**src/rtl/mem_bus_pkg.sv**
```systemverilog
// Shared definitions for the single-port memory bus: default widths and the
// initiator FSM state type, used by mem_master, its interface and the memory block.
package mem_bus_pkg;

    localparam int MEM_DATA_WIDTH = 8;
    localparam int MEM_ADDR_WIDTH = 5;
    localparam int MEM_LEN_WIDTH  = 4;

    typedef enum logic [1:0] {
        IDLE,
        WRITE,
        READ,
        DRAIN
    } mm_state_t;

endpackage

```
**src/rtl/mem_master_if.sv**
```systemverilog
// Request/response handshake plus memory-bus signals of mem_master.
// master = mem_master's view; slave = the sequencer/memory side.
interface mem_master_if #(
    parameter int DATA_WIDTH = mem_bus_pkg::MEM_DATA_WIDTH,
    parameter int ADDR_WIDTH = mem_bus_pkg::MEM_ADDR_WIDTH,
    parameter int LEN_WIDTH  = mem_bus_pkg::MEM_LEN_WIDTH
);

    logic                  req_valid;
    logic                  req_ready;
    logic                  req_wr;
    logic [ADDR_WIDTH-1:0] req_addr;
    logic [LEN_WIDTH-1:0]  req_len;
    logic [DATA_WIDTH-1:0] req_wdata;

    logic                  rsp_valid;
    logic [DATA_WIDTH-1:0] rsp_data;
    logic                  busy;
    logic                  done;

    logic                  mem_rd;
    logic                  mem_wr;
    logic [ADDR_WIDTH-1:0] mem_addr;
    logic [DATA_WIDTH-1:0] mem_wdata;
    logic [DATA_WIDTH-1:0] mem_rdata;

    modport master (
        input  req_valid, req_wr, req_addr, req_len, req_wdata, mem_rdata,
        output req_ready, rsp_valid, rsp_data, busy, done,
        output mem_rd, mem_wr, mem_addr, mem_wdata
    );

    modport slave (
        output req_valid, req_wr, req_addr, req_len, req_wdata, mem_rdata,
        input  req_ready, rsp_valid, rsp_data, busy, done,
        input  mem_rd, mem_wr, mem_addr, mem_wdata
    );

endinterface

```
**src/rtl/mem_master.sv**
```systemverilog
// Sole initiator of the single-port memory bus: single/burst fill and read requests,
// one beat per cycle. Define MEM_MASTER_STATS_EN to add rd_beats/wr_beats counters.
module mem_master
    import mem_bus_pkg::*;
#(
    parameter int DATA_WIDTH = MEM_DATA_WIDTH,
    parameter int ADDR_WIDTH = MEM_ADDR_WIDTH,
    parameter int LEN_WIDTH  = MEM_LEN_WIDTH
) (
    input  logic         clk_,
    input  logic         rst_,
    mem_master_if.master bus
`ifdef MEM_MASTER_STATS_EN
    ,
    output logic [15:0]  rd_beats,
    output logic [15:0]  wr_beats
`endif
);

    mm_state_t             state;
    logic [LEN_WIDTH-1:0]  beat_cnt;
    logic                  req_ready_q;
    logic                  busy_q;
    logic                  done_q;
    logic                  rsp_valid_q;
    logic                  mem_rd_q;
    logic                  mem_wr_q;
    logic [ADDR_WIDTH-1:0] mem_addr_q;
    logic [DATA_WIDTH-1:0] mem_wdata_q;

    // NOTE: reset is synchronous, so rst_ is only tested inside the clocked block
    // and is deliberately absent from the sensitivity list.
    always_ff @(posedge clk_) begin
        if (!rst_) begin
            state       <= IDLE;
            beat_cnt    <= '0;
            req_ready_q <= 1'b0;
            busy_q      <= 1'b0;
            done_q      <= 1'b0;
            rsp_valid_q <= 1'b0;
            mem_rd_q    <= 1'b0;
            mem_wr_q    <= 1'b0;
            mem_addr_q  <= '0;
            mem_wdata_q <= '0;
        end else begin
            // NOTE: non-blocking assignments so every register samples pre-edge values,
            // e.g. rsp_valid follows the read strobe of the previous cycle.
            done_q      <= 1'b0;
            rsp_valid_q <= mem_rd_q;

            case (state)
                IDLE: begin
                    req_ready_q <= 1'b1;
                    if (bus.req_valid && req_ready_q) begin
                        req_ready_q <= 1'b0;
                        busy_q      <= 1'b1;
                        beat_cnt    <= bus.req_len;
                        mem_addr_q  <= bus.req_addr;
                        if (bus.req_wr) begin
                            state       <= WRITE;
                            mem_wr_q    <= 1'b1;
                            mem_wdata_q <= bus.req_wdata;
                        end else begin
                            state    <= READ;
                            mem_rd_q <= 1'b1;
                        end
                    end
                end

                WRITE: begin
                    if (beat_cnt == '0) begin
                        state       <= IDLE;
                        mem_wr_q    <= 1'b0;
                        done_q      <= 1'b1;
                        busy_q      <= 1'b0;
                        req_ready_q <= 1'b1;
                    end else begin
                        beat_cnt   <= beat_cnt - LEN_WIDTH'(1);
                        mem_addr_q <= mem_addr_q + ADDR_WIDTH'(1);
                    end
                end

                READ: begin
                    // done lands on the cycle carrying the last response
                    if (beat_cnt == '0) begin
                        state    <= DRAIN;
                        mem_rd_q <= 1'b0;
                        done_q   <= 1'b1;
                    end else begin
                        beat_cnt   <= beat_cnt - LEN_WIDTH'(1);
                        mem_addr_q <= mem_addr_q + ADDR_WIDTH'(1);
                    end
                end

                DRAIN: begin
                    state       <= IDLE;
                    busy_q      <= 1'b0;
                    req_ready_q <= 1'b1;
                end

                default: state <= IDLE;
            endcase
        end
    end

    assign bus.req_ready = req_ready_q;
    assign bus.busy      = busy_q;
    assign bus.done      = done_q;
    assign bus.rsp_valid = rsp_valid_q;
    assign bus.rsp_data  = bus.mem_rdata;
    assign bus.mem_rd    = mem_rd_q;
    assign bus.mem_wr    = mem_wr_q;
    assign bus.mem_addr  = mem_addr_q;
    assign bus.mem_wdata = mem_wdata_q;

`ifdef MEM_MASTER_STATS_EN
    // A beat counts as completed at the edge that ends its strobe cycle.
    always_ff @(posedge clk_) begin
        if (!rst_) begin
            rd_beats <= '0;
            wr_beats <= '0;
        end else begin
            if (mem_rd_q && (rd_beats != 16'hFFFF)) rd_beats <= rd_beats + 16'd1;
            if (mem_wr_q && (wr_beats != 16'hFFFF)) wr_beats <= wr_beats + 16'd1;
        end
    end
`endif

endmodule
```
**src/flat_wrapper.sv**
```systemverilog
// flat-port wrapper written by rule: the top's interface ports become plain ports
module mem_master_flat import mem_bus_pkg::*;
#(
    parameter int DATA_WIDTH = MEM_DATA_WIDTH,
    parameter int ADDR_WIDTH = MEM_ADDR_WIDTH,
    parameter int LEN_WIDTH  = MEM_LEN_WIDTH
)
  (clk_, rst_, bus_req_valid, bus_req_wr, bus_req_addr, bus_req_len, bus_req_wdata, bus_mem_rdata, bus_req_ready, bus_rsp_valid, bus_rsp_data, bus_busy, bus_done, bus_mem_rd, bus_mem_wr, bus_mem_addr, bus_mem_wdata);
  mem_master_if #(.DATA_WIDTH(DATA_WIDTH), .ADDR_WIDTH(ADDR_WIDTH), .LEN_WIDTH(LEN_WIDTH)) bus_i ();
  input  logic clk_;
  input  logic rst_;
  input wire logic [$bits(bus_i.req_valid)-1:0] bus_req_valid;
  input wire logic [$bits(bus_i.req_wr)-1:0] bus_req_wr;
  input wire logic [$bits(bus_i.req_addr)-1:0] bus_req_addr;
  input wire logic [$bits(bus_i.req_len)-1:0] bus_req_len;
  input wire logic [$bits(bus_i.req_wdata)-1:0] bus_req_wdata;
  input wire logic [$bits(bus_i.mem_rdata)-1:0] bus_mem_rdata;
  output wire logic [$bits(bus_i.req_ready)-1:0] bus_req_ready;
  output wire logic [$bits(bus_i.rsp_valid)-1:0] bus_rsp_valid;
  output wire logic [$bits(bus_i.rsp_data)-1:0] bus_rsp_data;
  output wire logic [$bits(bus_i.busy)-1:0] bus_busy;
  output wire logic [$bits(bus_i.done)-1:0] bus_done;
  output wire logic [$bits(bus_i.mem_rd)-1:0] bus_mem_rd;
  output wire logic [$bits(bus_i.mem_wr)-1:0] bus_mem_wr;
  output wire logic [$bits(bus_i.mem_addr)-1:0] bus_mem_addr;
  output wire logic [$bits(bus_i.mem_wdata)-1:0] bus_mem_wdata;
  assign bus_i.req_valid = bus_req_valid;
  assign bus_i.req_wr = bus_req_wr;
  assign bus_i.req_addr = bus_req_addr;
  assign bus_i.req_len = bus_req_len;
  assign bus_i.req_wdata = bus_req_wdata;
  assign bus_i.mem_rdata = bus_mem_rdata;
  assign bus_req_ready = bus_i.req_ready;
  assign bus_rsp_valid = bus_i.rsp_valid;
  assign bus_rsp_data = bus_i.rsp_data;
  assign bus_busy = bus_i.busy;
  assign bus_done = bus_i.done;
  assign bus_mem_rd = bus_i.mem_rd;
  assign bus_mem_wr = bus_i.mem_wr;
  assign bus_mem_addr = bus_i.mem_addr;
  assign bus_mem_wdata = bus_i.mem_wdata;
  mem_master #(.DATA_WIDTH(DATA_WIDTH), .ADDR_WIDTH(ADDR_WIDTH), .LEN_WIDTH(LEN_WIDTH)) u_core (.clk_(clk_), .rst_(rst_), .bus(bus_i));
endmodule
```
**config.mk**
```make
export PLATFORM = sky130hd
export DESIGN_NAME = mem_master_flat
export DESIGN_NICKNAME = d
export VERILOG_FILES = /design/src/rtl/mem_bus_pkg.sv /design/src/rtl/mem_master_if.sv /design/src/rtl/mem_master.sv /design/src/flat_wrapper.sv
export SDC_FILE = /design/constraint.sdc
export NUM_CORES = 1
export LEC_CHECK = 0
export BUFFER_PORTS_ARGS = -buffer_cell sky130_fd_sc_hd__buf_2
export CAP_MARGIN = 20
export CORE_MARGIN = 1.5
export CORE_UTILIZATION = 45
export CTS_CLUSTER_SIZE = 14
export DETAILED_ROUTE_END_ITERATION = 7
export PLACE_DENSITY = 0.76
export SLEW_MARGIN = 40
export SYNTH_ARGS = -nofsm -noshare
export SYNTH_HDL_FRONTEND = slang
export SYNTH_SLANG_ARGS = --single-unit
export TNS_END_PERCENT = 10
```
**constraint.sdc**
```tcl
create_clock -name clk_ -period 4.2 [get_ports clk_]
set_clock_uncertainty 0.1 [all_clocks]
set_input_delay 0.84 -clock clk_ [delete_from_list [all_inputs] [get_ports clk_]]
set_output_delay 0.84 -clock clk_ [all_outputs]
set_load 0.05 [all_outputs]
```
-- After elaboration in Yosys (flattened, before gate mapping)
Index checks and enable logic that the tools add are counted.
- register bits after elaboration: 25
- input port bits: 29
- output and inout bits: 27
- $add $sub $neg: 2
- equality and inequality tests: 9
- muxes and demuxes: 24
- reduce and logical (&&, ||, !) cells: 16
- operator list (kind ; count):
    $reduce_and 3->1 ; 4
    $mux 5 ; 2
    $pmux 5 s2 ; 1
    $mux 1 ; 9
    $mux 2 ; 4
    $mux 4 ; 2
    $pmux 2 s4 ; 1
    $pmux 4 s2 ; 1
    $reduce_and 4->1 ; 2
    $ne 2x1->1 const B ; 3
    $ne 2x2->1 const B ; 3
    $pmux 1 s3 ; 2
    $reduce_bool 2->1 ; 3
    $add 5x1->5 const B ; 1
    $eq 2x2->1 const B ; 2
    $logic_not 4->1 ; 1
    $pmux 1 s2 ; 2
    $reduce_and 2->1 ; 2
    $sub 4x1->4 const B ; 1
    $reduce_bool 3->1 ; 1
    $eq 2x1->1 const B ; 1
    $logic_not 2->1 ; 1
    $reduce_or 2->1 ; 1
    $logic_and 1x1->1 ; 1

-- Depth between registers and ports, before layout
Gate-level depths: netlist (run 1).
- depth after elaboration: 4
- mapped depth: 7
- gate-level depth less buffers: 6

-- Worst setup path before layout (run 1)
No wires, ideal clock.
- kind: input to output
- start: input bus_mem_rdata[0]
- end: output bus_rsp_data[0]
- arrival time: 1010 ps
- slack: 2250 ps
- stages on the path: 1
- path buffers: 1
- cell sequence: buf_4
- RTL lines (what ; line ; source):
    start: declaration ; flat_wrapper.sv:17 ; input wire logic [$bits(bus_i.mem_rdata)-1:0] bus_mem_rdata;
    end: declaration ; flat_wrapper.sv:20 ; output wire logic [$bits(bus_i.rsp_data)-1:0] bus_rsp_data;
No word-level cell between the ends.

-- Worst setup path after layout (run 1)
- start: register u_core.state[0]
- end: register u_core.mem_addr_q[0] (netlist: u_core.bus.mem_addr[0])
- cells in the longest elaborated chain, start to end: 4
- elaborated cells on any way between the ends: 9
- ends and longest elaborated chain (what ; line ; source):
    start: declaration ; mem_master.sv:20 ; mm_state_t state;
    start signal: assignment ; mem_master.sv:35 ; state <= IDLE;
    start signal: assignment ; mem_master.sv:60 ; state <= WRITE;
    start signal: assignment ; mem_master.sv:64 ; state <= READ;
    $eq 2x1->1 or $eq 2x2->1 (tied branches) ; mem_master.sv:51 ; case (state)
    $reduce_or 2->1 (no line) ; n/a ;
    $ne 2x2->1 (no line) or $reduce_bool 2->1 (tied branches) ; n/a ;
    $reduce_and 3->1 (no line) ; n/a ;
    end signal: assignment ; mem_master.sv:58 ; mem_addr_q <= bus.req_addr;
    end signal: assignment ; mem_master.sv:79 ; mem_addr_q <= mem_addr_q + ADDR_WIDTH'(1);
    end signal: assignment ; mem_master.sv:91 ; mem_addr_q <= mem_addr_q + ADDR_WIDTH'(1);
    end: declaration ; mem_master.sv:28 ; logic [ADDR_WIDTH-1:0] mem_addr_q;
Parallel ways exist; a longest one is shown, timed or not.
A chain may end at the register's enable or synchronous reset.

==> insert_results.sql, run 1 <==
INSERT INTO impl_metrics (metric_group, metric, value, unit) VALUES
('status', 'outcome', 'finished, final reports clean', ''),
('global_route', 'grt_antenna_before_repair', '0', ''),
('global_route', 'grt_pass1_vias', '1102', ''),
('placed_design', 'portBuffers', '39', ''),
('timing', 'rsz0062_at_grt', 'false', ''),
('route', 'routed_via_density', '5.39', ''),
('critical_path', 'critPathCaptureType', 'register', ''),
('cells_and_area', 'final_net_count', '224', ''),
('timing', 'maximum_operating_frequency', '0.444', 'GHz'),
('clock_tree', 'clkLatencyLatePin', '0.32', 'ns'),
('synth', 'area_of_the_mapped_netlist', '1310', 'um^2'),
('worst_hold_path', 'worst_hold_path.num_cells', '2', ''),
('critical_path', 'worstRegToRegCells', '6', ''),
('timing', 'setup_viol_count_final', '0', ''),
('die', 'die_area', '3230', 'um^2'),
('route', 'vias', '1170', ''),
('critical_path', 'critical_path_arrival', '2.41', 'ns'),
('route', 'route.antenna.remaining_nets', '0', ''),
('cells_and_area', 'mostFrequentLayoutCells', 'sky130_fd_sc_hd__buf_2 (39), sky130_fd_sc_hd__nand2_1 (26), sky130_fd_sc_hd__dfxtp_1 (25)', ''),
('clock_tree', 'cts_tree', 'yes', ''),
('run', 'drv_cap', '0', ''),
('clock_tree', 'tritoncts.num_buffers', '3', ''),
('timing', 'worstMarginPinSlew', '0.683', 'ns'),
('die', 'chipWidth', '56.9', 'um'),
('synth', 'synth_seq_area_share', '0.384', ''),
('timing', 'timing.final.hold_violations', '0', ''),
('global_route', 'grt-ovfl-total', '0', ''),
('route', 'postRouteWirelength', '2730', 'um'),
('clock_tree', 'clock_root_buffer', 'sky130_fd_sc_hd__clkbuf_4', ''),
('timing', 'period_needed', '2.25', 'ns'),
('die', 'std_cell_rows', '19', ''),
('timing', 'post-route-period-util', '0.536', ''),
('die', 'floorplan.io_pins', '56', ''),
('critical_path', 'critPathLaunchType', 'register', ''),
('clock_tree', 'worst_setup_hold_path_clk_slew', '0.14', 'ns'),
('cells_and_area', 'area.growth.synth_to_final', '14.1', '%'),
('clock_tree', 'clk_path_buf_depth', '2', ''),
('cells_and_area', 'final_common_cell', 'sky130_fd_sc_hd__buf_2', ''),
('synth', 'ys.warnings.count', '0', ''),
('clock_tree', 'hold_buffers', '0', ''),
('cells_and_area', 'filler_cell_count', '272', ''),
('synth', 'post_synth.cell_area_avg', '8.37', 'um^2'),
('synth', 'synth_ff_type', 'sky130_fd_sc_hd__dfxtp_1', ''),
('critical_path', 'path_max_fanout', '16', ''),
('cells_and_area', 'antenna-diode-count', '0', ''),
('route', 'wire_per_inst', '12.6', 'um'),
('critical_path', 'required', '4.35', 'ns'),
('global_route', 'largest_net_degree_at_the_start_of_global_routing', '23', ''),
('synth', 'synth_cell_types', '37', ''),
('synth', 'flip_flop_and_latch_count_after_synthesis', '25', ''),
('cells_and_area', 'drive_gt1_frac', '0.274', ''),
('die', 'start_util', '0.473', ''),
('global_route', 'total_global_routing_track_utilization', '0.174', ''),
('power_and_ir_drop', 'vdd_ir_drop_max', '0.470', 'mV'),
('route', 'dr.first_iter.drc_count', '33', ''),
('clock_tree', 'cts_setup_buffers', '0', ''),
('placed_design', 'dp_hpwl', '2100', 'um'),
('clock_tree', 'post_cts.resized_instances', '0', ''),
('global_route', 'grt_first_pass_wirelength', '4600', 'um'),
('timing', 'max_slew_margin', '0.544', ''),
('power_and_ir_drop', 'power_density_over_the_cells', '886', 'nW/um^2'),
('power_and_ir_drop', 'p_leak', '0.660', 'nW'),
('cells_and_area', 'multiInputGateArea', '694', 'um^2'),
('die', 'fp.dieH', '56.9', 'um'),
('timing', 'total_count_of_max_transition_violations_in_the_final_report', '0', ''),
('clock_tree', 'clock_sinks', '25', ''),
('synth', 'synth_net_count', '193', ''),
('synth', 'synth_cells', '156', ''),
('cells_and_area', 'register_area', '500', 'um^2'),
('placed_design', 'place_congestion', '0.786', ''),
('worst_hold_path', 'class_of_the_tightest_hold_or_removal_check', 'register to register', ''),
('timing', 'fin_ws', '1.95', 'ns'),
('synth', 'synth-async-reset-ratio', '0', ''),
('placed_design', 'detailedPlace.worstSlack', '1.98', 'ns'),
('clock_tree', 'h-tree-depth', '1', ''),
('die', 'core_area', '2760', 'um^2'),
('route', 'drc_errors', '0', ''),
('route', 'dr.pass1.iters', '4', ''),
('timing', 'totalNegativeSetupSlack', '0', 'ns'),
('critical_path', 'timing.setup.critical_path_class', 'register to register', ''),
('synth', 'post_synth_edffs', '0', '');
==> cell type report <==
| class | count | area share |
|---|---|---|
| clock inverter | 1 | 0.00504 |
| sequential | 25 | 0.336 |
| clock buffer | 3 | 0.0151 |
| timing repair buffer | 39 | 0.131 |
| multi-input combinational | 110 | 0.466 |
| tap | 31 | 0.0261 |
| inverter | 8 | 0.0202 |
==> power breakdown <==
| part | leakage (nW) | switching (W) | internal (W) |
|---|---|---|---|
| clock | 0.0139 | 0.0000727 | 0.0000363 |
| combinational | 0.442 | 0.000531 | 0.000302 |
| sequential | 0.205 | 0.0000643 | 0.000313 |
| total | 0.660 | 0.000668 | 0.000651 |
==> metal layers <==
metal,global-route usage,share of wire,vias up
li1,-,-,595
met1,0.215,0.46,536
met2,0.307,0.47,33
met3,0.0276,0.061,6
met4,0.0565,0.0099,0
met5,0,0,-
==> cells in the mapped netlist (4+ instances only) <==
cell type,n,area share
sky130_fd_sc_hd__nand2_1,26,0.075
sky130_fd_sc_hd__dfxtp_1,25,0.38
sky130_fd_sc_hd__a21oi_1,19,0.073
sky130_fd_sc_hd__nor2_1,10,0.029
sky130_fd_sc_hd__buf_4,8,0.046
sky130_fd_sc_hd__ha_1,8,0.077
sky130_fd_sc_hd__inv_1,7,0.020
sky130_fd_sc_hd__nor3_1,5,0.019
sky130_fd_sc_hd__clkbuf_1,4,0.012
sky130_fd_sc_hd__nor2b_1,4,0.019
sky130_fd_sc_hd__o21ai_0,4,0.015
sky130_fd_sc_hd__o32ai_1,4,0.027
==> worst max-delay path: stages (launching register included) <==
cell	delay [ns]
sky130_fd_sc_hd__dfxtp_1	0.40
sky130_fd_sc_hd__inv_1	0.11
sky130_fd_sc_hd__ha_1	0.59
sky130_fd_sc_hd__nor2_1	0.12
sky130_fd_sc_hd__a211o_4	0.37
sky130_fd_sc_hd__or3_1	0.36
sky130_fd_sc_hd__a21oi_1	0.14
==> state kept, by name, indices dropped and copies added (netlist names) <==
name and count:
u_core.bus.done 1, u_core.bus.mem_wdata 8, u_core.bus.mem_addr 5, u_core.bus.busy 1, u_core.state 2, u_core.bus.mem_wr 1, u_core.bus.req_ready 1, u_core.bus.rsp_valid 1
u_core.beat_cnt 4, u_core.bus.mem_rd 1
==> per-stage QoR <==
| stage | instance area [um^2] | cells | power [W] | utilization | hold slack [ns] |
|---|---|---|---|---|---|
| after floorplan | 1310 | 156 | 0.00108 | - | 0.359 |
| after global placement | 1460 | 213 | 0.00118 | 0.529 | 0.338 |
| after detailed placement | 1460 | 213 | 0.00121 | 0.529 | 0.344 |
| after CTS | 1490 | 217 | 0.00132 | 0.540 | 0.363 |
| after global routing | 1490 | 217 | 0.00143 | 0.540 | 0.383 |
| final | 1490 | 217 | 0.00132 | 0.540 | 0.361 |
==> path summary, 6_finish.rpt <==
kind	from	to	slack, ns
setup / recovery	u_core.state[0]	u_core.bus.mem_addr[0]	1.95
hold / removal	u_core.bus.mem_wdata[6]	u_core.bus.mem_wdata[6]	0.36
setup reg to reg	u_core.state[0]	u_core.bus.mem_addr[0]	1.95
hold reg to reg	u_core.bus.mem_wdata[6]	u_core.bus.mem_wdata[6]	0.36
==> logic make-up after synthesis <==
group,share of synthesized area
xor gates and xnor gates,0.00671
DFF,0.384
muxes,0.0336
AOI/OAI and AO/OA,0.225
and+or+nand+nor,0.190
buffers and inverters,0.0844
adders and majority gates,0.0767
No activity file was read; power rests on OpenSTA's default activity.
==> run 2, diff against run 1 <==
--- a/config.mk
+++ b/config.mk
@@ -5,6 +5,7 @@
 export SDC_FILE = /design/constraint.sdc
 export NUM_CORES = 1
 export LEC_CHECK = 0
+export ABC_AREA = 1
 export BUFFER_PORTS_ARGS = -buffer_cell sky130_fd_sc_hd__buf_2
 export CAP_MARGIN = 20
 export CORE_MARGIN = 1.5
==> constraint.sdc (replaced) <==
create_clock -name clk_ -period 2.08 [get_ports clk_]
set_clock_uncertainty 0.1 [all_clocks]
set_input_delay 0.416 -clock clk_ [delete_from_list [all_inputs] [get_ports clk_]]
set_output_delay 0.416 -clock clk_ [all_outputs]
set_load 0.05 [all_outputs]
==> run 2 against run 1 <==
Effect of this change:
- the run now ends with design-rule violations left
- sequential share of layout area fell by 1.3 points
- design area rose by 4.1%
- combinational power up 98%
- clock power up 110%
- global-route usage rose by 0.57 points
- sequential power grew 99%
- hold slack got worse by 0.16 ns
- critical path depth grew 3
- worst setup slack worse by 1.6 ns
- first-iteration DRC count rose by 73%
- utilization increased by 1.3 points
- synthesized cell count rose by 25%
- critical path type unchanged
- critical endpoint is now u_core.beat_cnt[3]
- largest power group unchanged
- highest routed layer unchanged
==> insert_results.sql, run 2 <==
INSERT INTO impl_metrics (metric_group, metric, value, unit) VALUES
('critical_path', 'crit_chain', 'inv_1 -> ha_1 -> inv_2 -> nand2_1 -> nand2_2 -> nor2_2 -> buf_4 -> nand3_1 -> a21oi_1', ''),
('route', 'vias', '1278', ''),
('route', 'route.antenna.remaining_nets', '0', ''),
('cells_and_area', 'final_net_count', '267', ''),
('critical_path', 'critical_path.slowest_cell', 'sky130_fd_sc_hd__dfxtp_1', ''),
('route', 'dr.pass1.iters', '8', ''),
('clock_tree', 'tritoncts.num_buffers', '3', ''),
('route', 'wire_per_inst', '10.7', 'um'),
('synth', 'yosys-top-cells-area', 'sky130_fd_sc_hd__dfxtp_1 (37%), sky130_fd_sc_hd__nor2_1 (10%), sky130_fd_sc_hd__nand2_1 (10%)', ''),
('clock_tree', 'post_cts.resized_instances', '0', ''),
('timing', 'max_slew_margin', '0.780', ''),
('cells_and_area', 'mostFrequentLayoutCells', 'sky130_fd_sc_hd__buf_2 (39), sky130_fd_sc_hd__nor2_1 (37), sky130_fd_sc_hd__nand2_1 (36)', ''),
('timing', 'worstMarginPinSlew', '0.330', 'ns'),
('global_route', 'grt_antenna_before_repair', '0', ''),
('synth', 'synth_seq_area_share', '0.372', ''),
('placed_design', 'dp_hpwl', '2120', 'um'),
('clock_tree', 'clkLatencyLatePin', '0.33', 'ns'),
('clock_tree', 'clock_root_buffer', 'sky130_fd_sc_hd__clkbuf_4', ''),
('placed_design', 'portBuffers', '39', ''),
('timing', 'totalNegativeSetupSlack', '0', 'ns'),
('timing', 'maximum_operating_frequency', '0.577', 'GHz'),
('die', 'start_util', '0.479', ''),
('timing', 'rsz0062_at_grt', 'false', ''),
('power_and_ir_drop', 'power_density_over_the_cells', '1690', 'nW/um^2'),
('die', 'floorplan.io_pins', '56', ''),
('route', 'postRouteWirelength', '2770', 'um'),
('clock_tree', 'cts_tree', 'yes', ''),
('die', 'std_cell_rows', '19', ''),
('timing', 'period_needed', '1.73', 'ns'),
('die', 'die_area', '3320', 'um^2'),
('synth', 'post_synth_edffs', '0', ''),
('placed_design', 'place_congestion', '0.838', ''),
('die', 'chipWidth', '57.6', 'um'),
('global_route', 'largest_net_degree_at_the_start_of_global_routing', '22', ''),
('critical_path', 'critPathLaunchType', 'register', ''),
('status', 'outcome', 'finished with violations', ''),
('clock_tree', 'worst_setup_hold_path_clk_slew', '0.14', 'ns'),
('clock_tree', 'clock_sinks', '25', ''),
('global_route', 'grt-ovfl-total', '0', ''),
('clock_tree', 'clk_path_buf_depth', '2', ''),
('run', 'drv_cap', '0', ''),
('synth', 'synthMostInstantiatedCell', 'sky130_fd_sc_hd__nor2_1', ''),
('timing', 'timing.final.hold_violations', '0', ''),
('critical_path', 'max_stage_delay', '0.42', 'ns'),
('synth', 'synth-async-reset-ratio', '0', ''),
('power_and_ir_drop', 'p_leak', '0.805', 'nW'),
('clock_tree', 'hold_buffers', '0', ''),
('status', 'failed_checks', 'design-rule violations', ''),
('synth', 'area_of_the_mapped_netlist', '1340', 'um^2'),
('synth', 'flip_flop_and_latch_count_after_synthesis', '25', ''),
('synth', 'post_synth.cell_area_avg', '6.89', 'um^2'),
('timing', 'post-route-period-util', '0.833', ''),
('cells_and_area', 'drive_gt1_frac', '0.245', ''),
('die', 'core_area', '2810', 'um^2'),
('critical_path', 'timing.setup.critical_path_class', 'register to register', ''),
('timing', 'total_count_of_max_transition_violations_in_the_final_report', '0', ''),
('cells_and_area', 'final_common_cell', 'sky130_fd_sc_hd__buf_2', ''),
('route', 'dr.first_iter.drc_count', '57', ''),
('synth', 'synth_cells', '195', ''),
('synth', 'synth.cells.most_frequent', 'sky130_fd_sc_hd__nor2_1 (37), sky130_fd_sc_hd__nand2_1 (36), sky130_fd_sc_hd__dfxtp_1 (25)', ''),
('power_and_ir_drop', 'totalPowerFinal', '0.00262', 'W'),
('synth', 'synth_cell_types', '21', ''),
('synth', 'synth_net_count', '232', ''),
('clock_tree', 'cts_setup_buffers', '0', ''),
('route', 'drc_errors', '6', ''),
('die', 'fp.dieH', '57.6', 'um'),
('cells_and_area', 'largest_register_ffs', '8', ''),
('synth', 'synth_area_leader_cell', 'sky130_fd_sc_hd__dfxtp_1', ''),
('timing', 'setup_viol_count_final', '0', ''),
('synth', 'ys.warnings.count', '0', ''),
('critical_path', 'required', '2.25', 'ns'),
('global_route', 'grt_first_pass_wirelength', '4710', 'um'),
('route', 'routed_via_density', '4.92', ''),
('worst_hold_path', 'class_of_the_tightest_hold_or_removal_check', 'input pin to register', ''),
('synth', 'synth.top_cell.area_share', '0.372', ''),
('clock_tree', 'h-tree-depth', '1', ''),
('critical_path', 'path_max_fanout', '10', ''),
('global_route', 'total_global_routing_track_utilization', '0.180', ''),
('critical_path', 'critical_path_arrival', '1.90', 'ns'),
('cells_and_area', 'post_layout_nonfiller_instances', '260', ''),
('power_and_ir_drop', 'vdd_ir_drop_max', '0.897', 'mV'),
('cells_and_area', 'antenna-diode-count', '0', ''),
('critical_path', 'critPathCaptureType', 'register', ''),
('synth', 'synth_ff_type', 'sky130_fd_sc_hd__dfxtp_1', ''),
('placed_design', 'place_inst', '256', ''),
('global_route', 'grt_pass1_vias', '1144', ''),
('cells_and_area', 'area.growth.synth_to_final', '15.4', '%');
[run 2: area by class of cell]
class / count / area, um^2
fill: 269 / 1250
multi-input combinational: 140 / 696
sequential: 25 / 500
timing repair buffer: 42 / 218
inverter: 18 / 67.6
tap: 31 / 38.8
clock buffer: 3 / 22.5
clock inverter: 1 / 7.51
[run 2: critical path, delay by kind of cell (launching register included)]
family / cells / cell delay (ns)
buffers and inverters: 3 / 0.36
flip-flops: 1 / 0.42
AO/OA/AOI/OAI: 1 / 0.13
adder cells (fa/ha/maj): 1 / 0.33
AND/OR/NAND/NOR: 4 / 0.34
[run 2: worst paths after layout]
kind	to	cells after the start	start	slack (ns)
max	u_core.beat_cnt[3]	9	u_core.state[1]	0.35
max reg2reg	u_core.beat_cnt[3]	9	u_core.state[1]	0.35
min reg2reg	u_core.bus.mem_wr	2	u_core.bus.mem_wr	0.35
min	u_core.bus.mem_wdata[0]	3	bus_req_wdata[0]	0.20
[run 2: power breakdown]
group / internal (W) / switching (W)
Sequential: 0.000634 / 0.000116
Combinational: 0.000519 / 0.00113
Clock: 0.0000737 / 0.000151
[run 2: kinds of logic after synthesis]
group | synth area share
compound gates | 0.120
fa+ha+maj | 0.0745
buf+inv | 0.110
simple gates | 0.323
flops | 0.372
[run 2: through the flow]
stage | cell area (um^2) | hold WS, ns | worst slack [ns] | utilization
6_report | 1550 | 0.196 | 0.348 | 0.553
4_1_cts | 1550 | 0.190 | 0.326 | 0.553
3_3_place_gp | 1520 | 0.327 | 0.401 | 0.542
3_5_place_dp | 1520 | 0.334 | 0.360 | 0.542
5_1_grt | 1550 | 0.191 | 0.153 | 0.553
2_1_floorplan | 1340 | 0.366 | 0.493 | -
[run 2: routing by layer]
layer / wire length, um / global-route usage / up-vias
met4: 37 / 0.0598 / 0
met5: 0 / 0 / -
met2: 1180 / 0.268 / 43
met3: 200 / 0.0558 / 7
met1: 1360 / 0.249 / 544
li1: - / - / 684
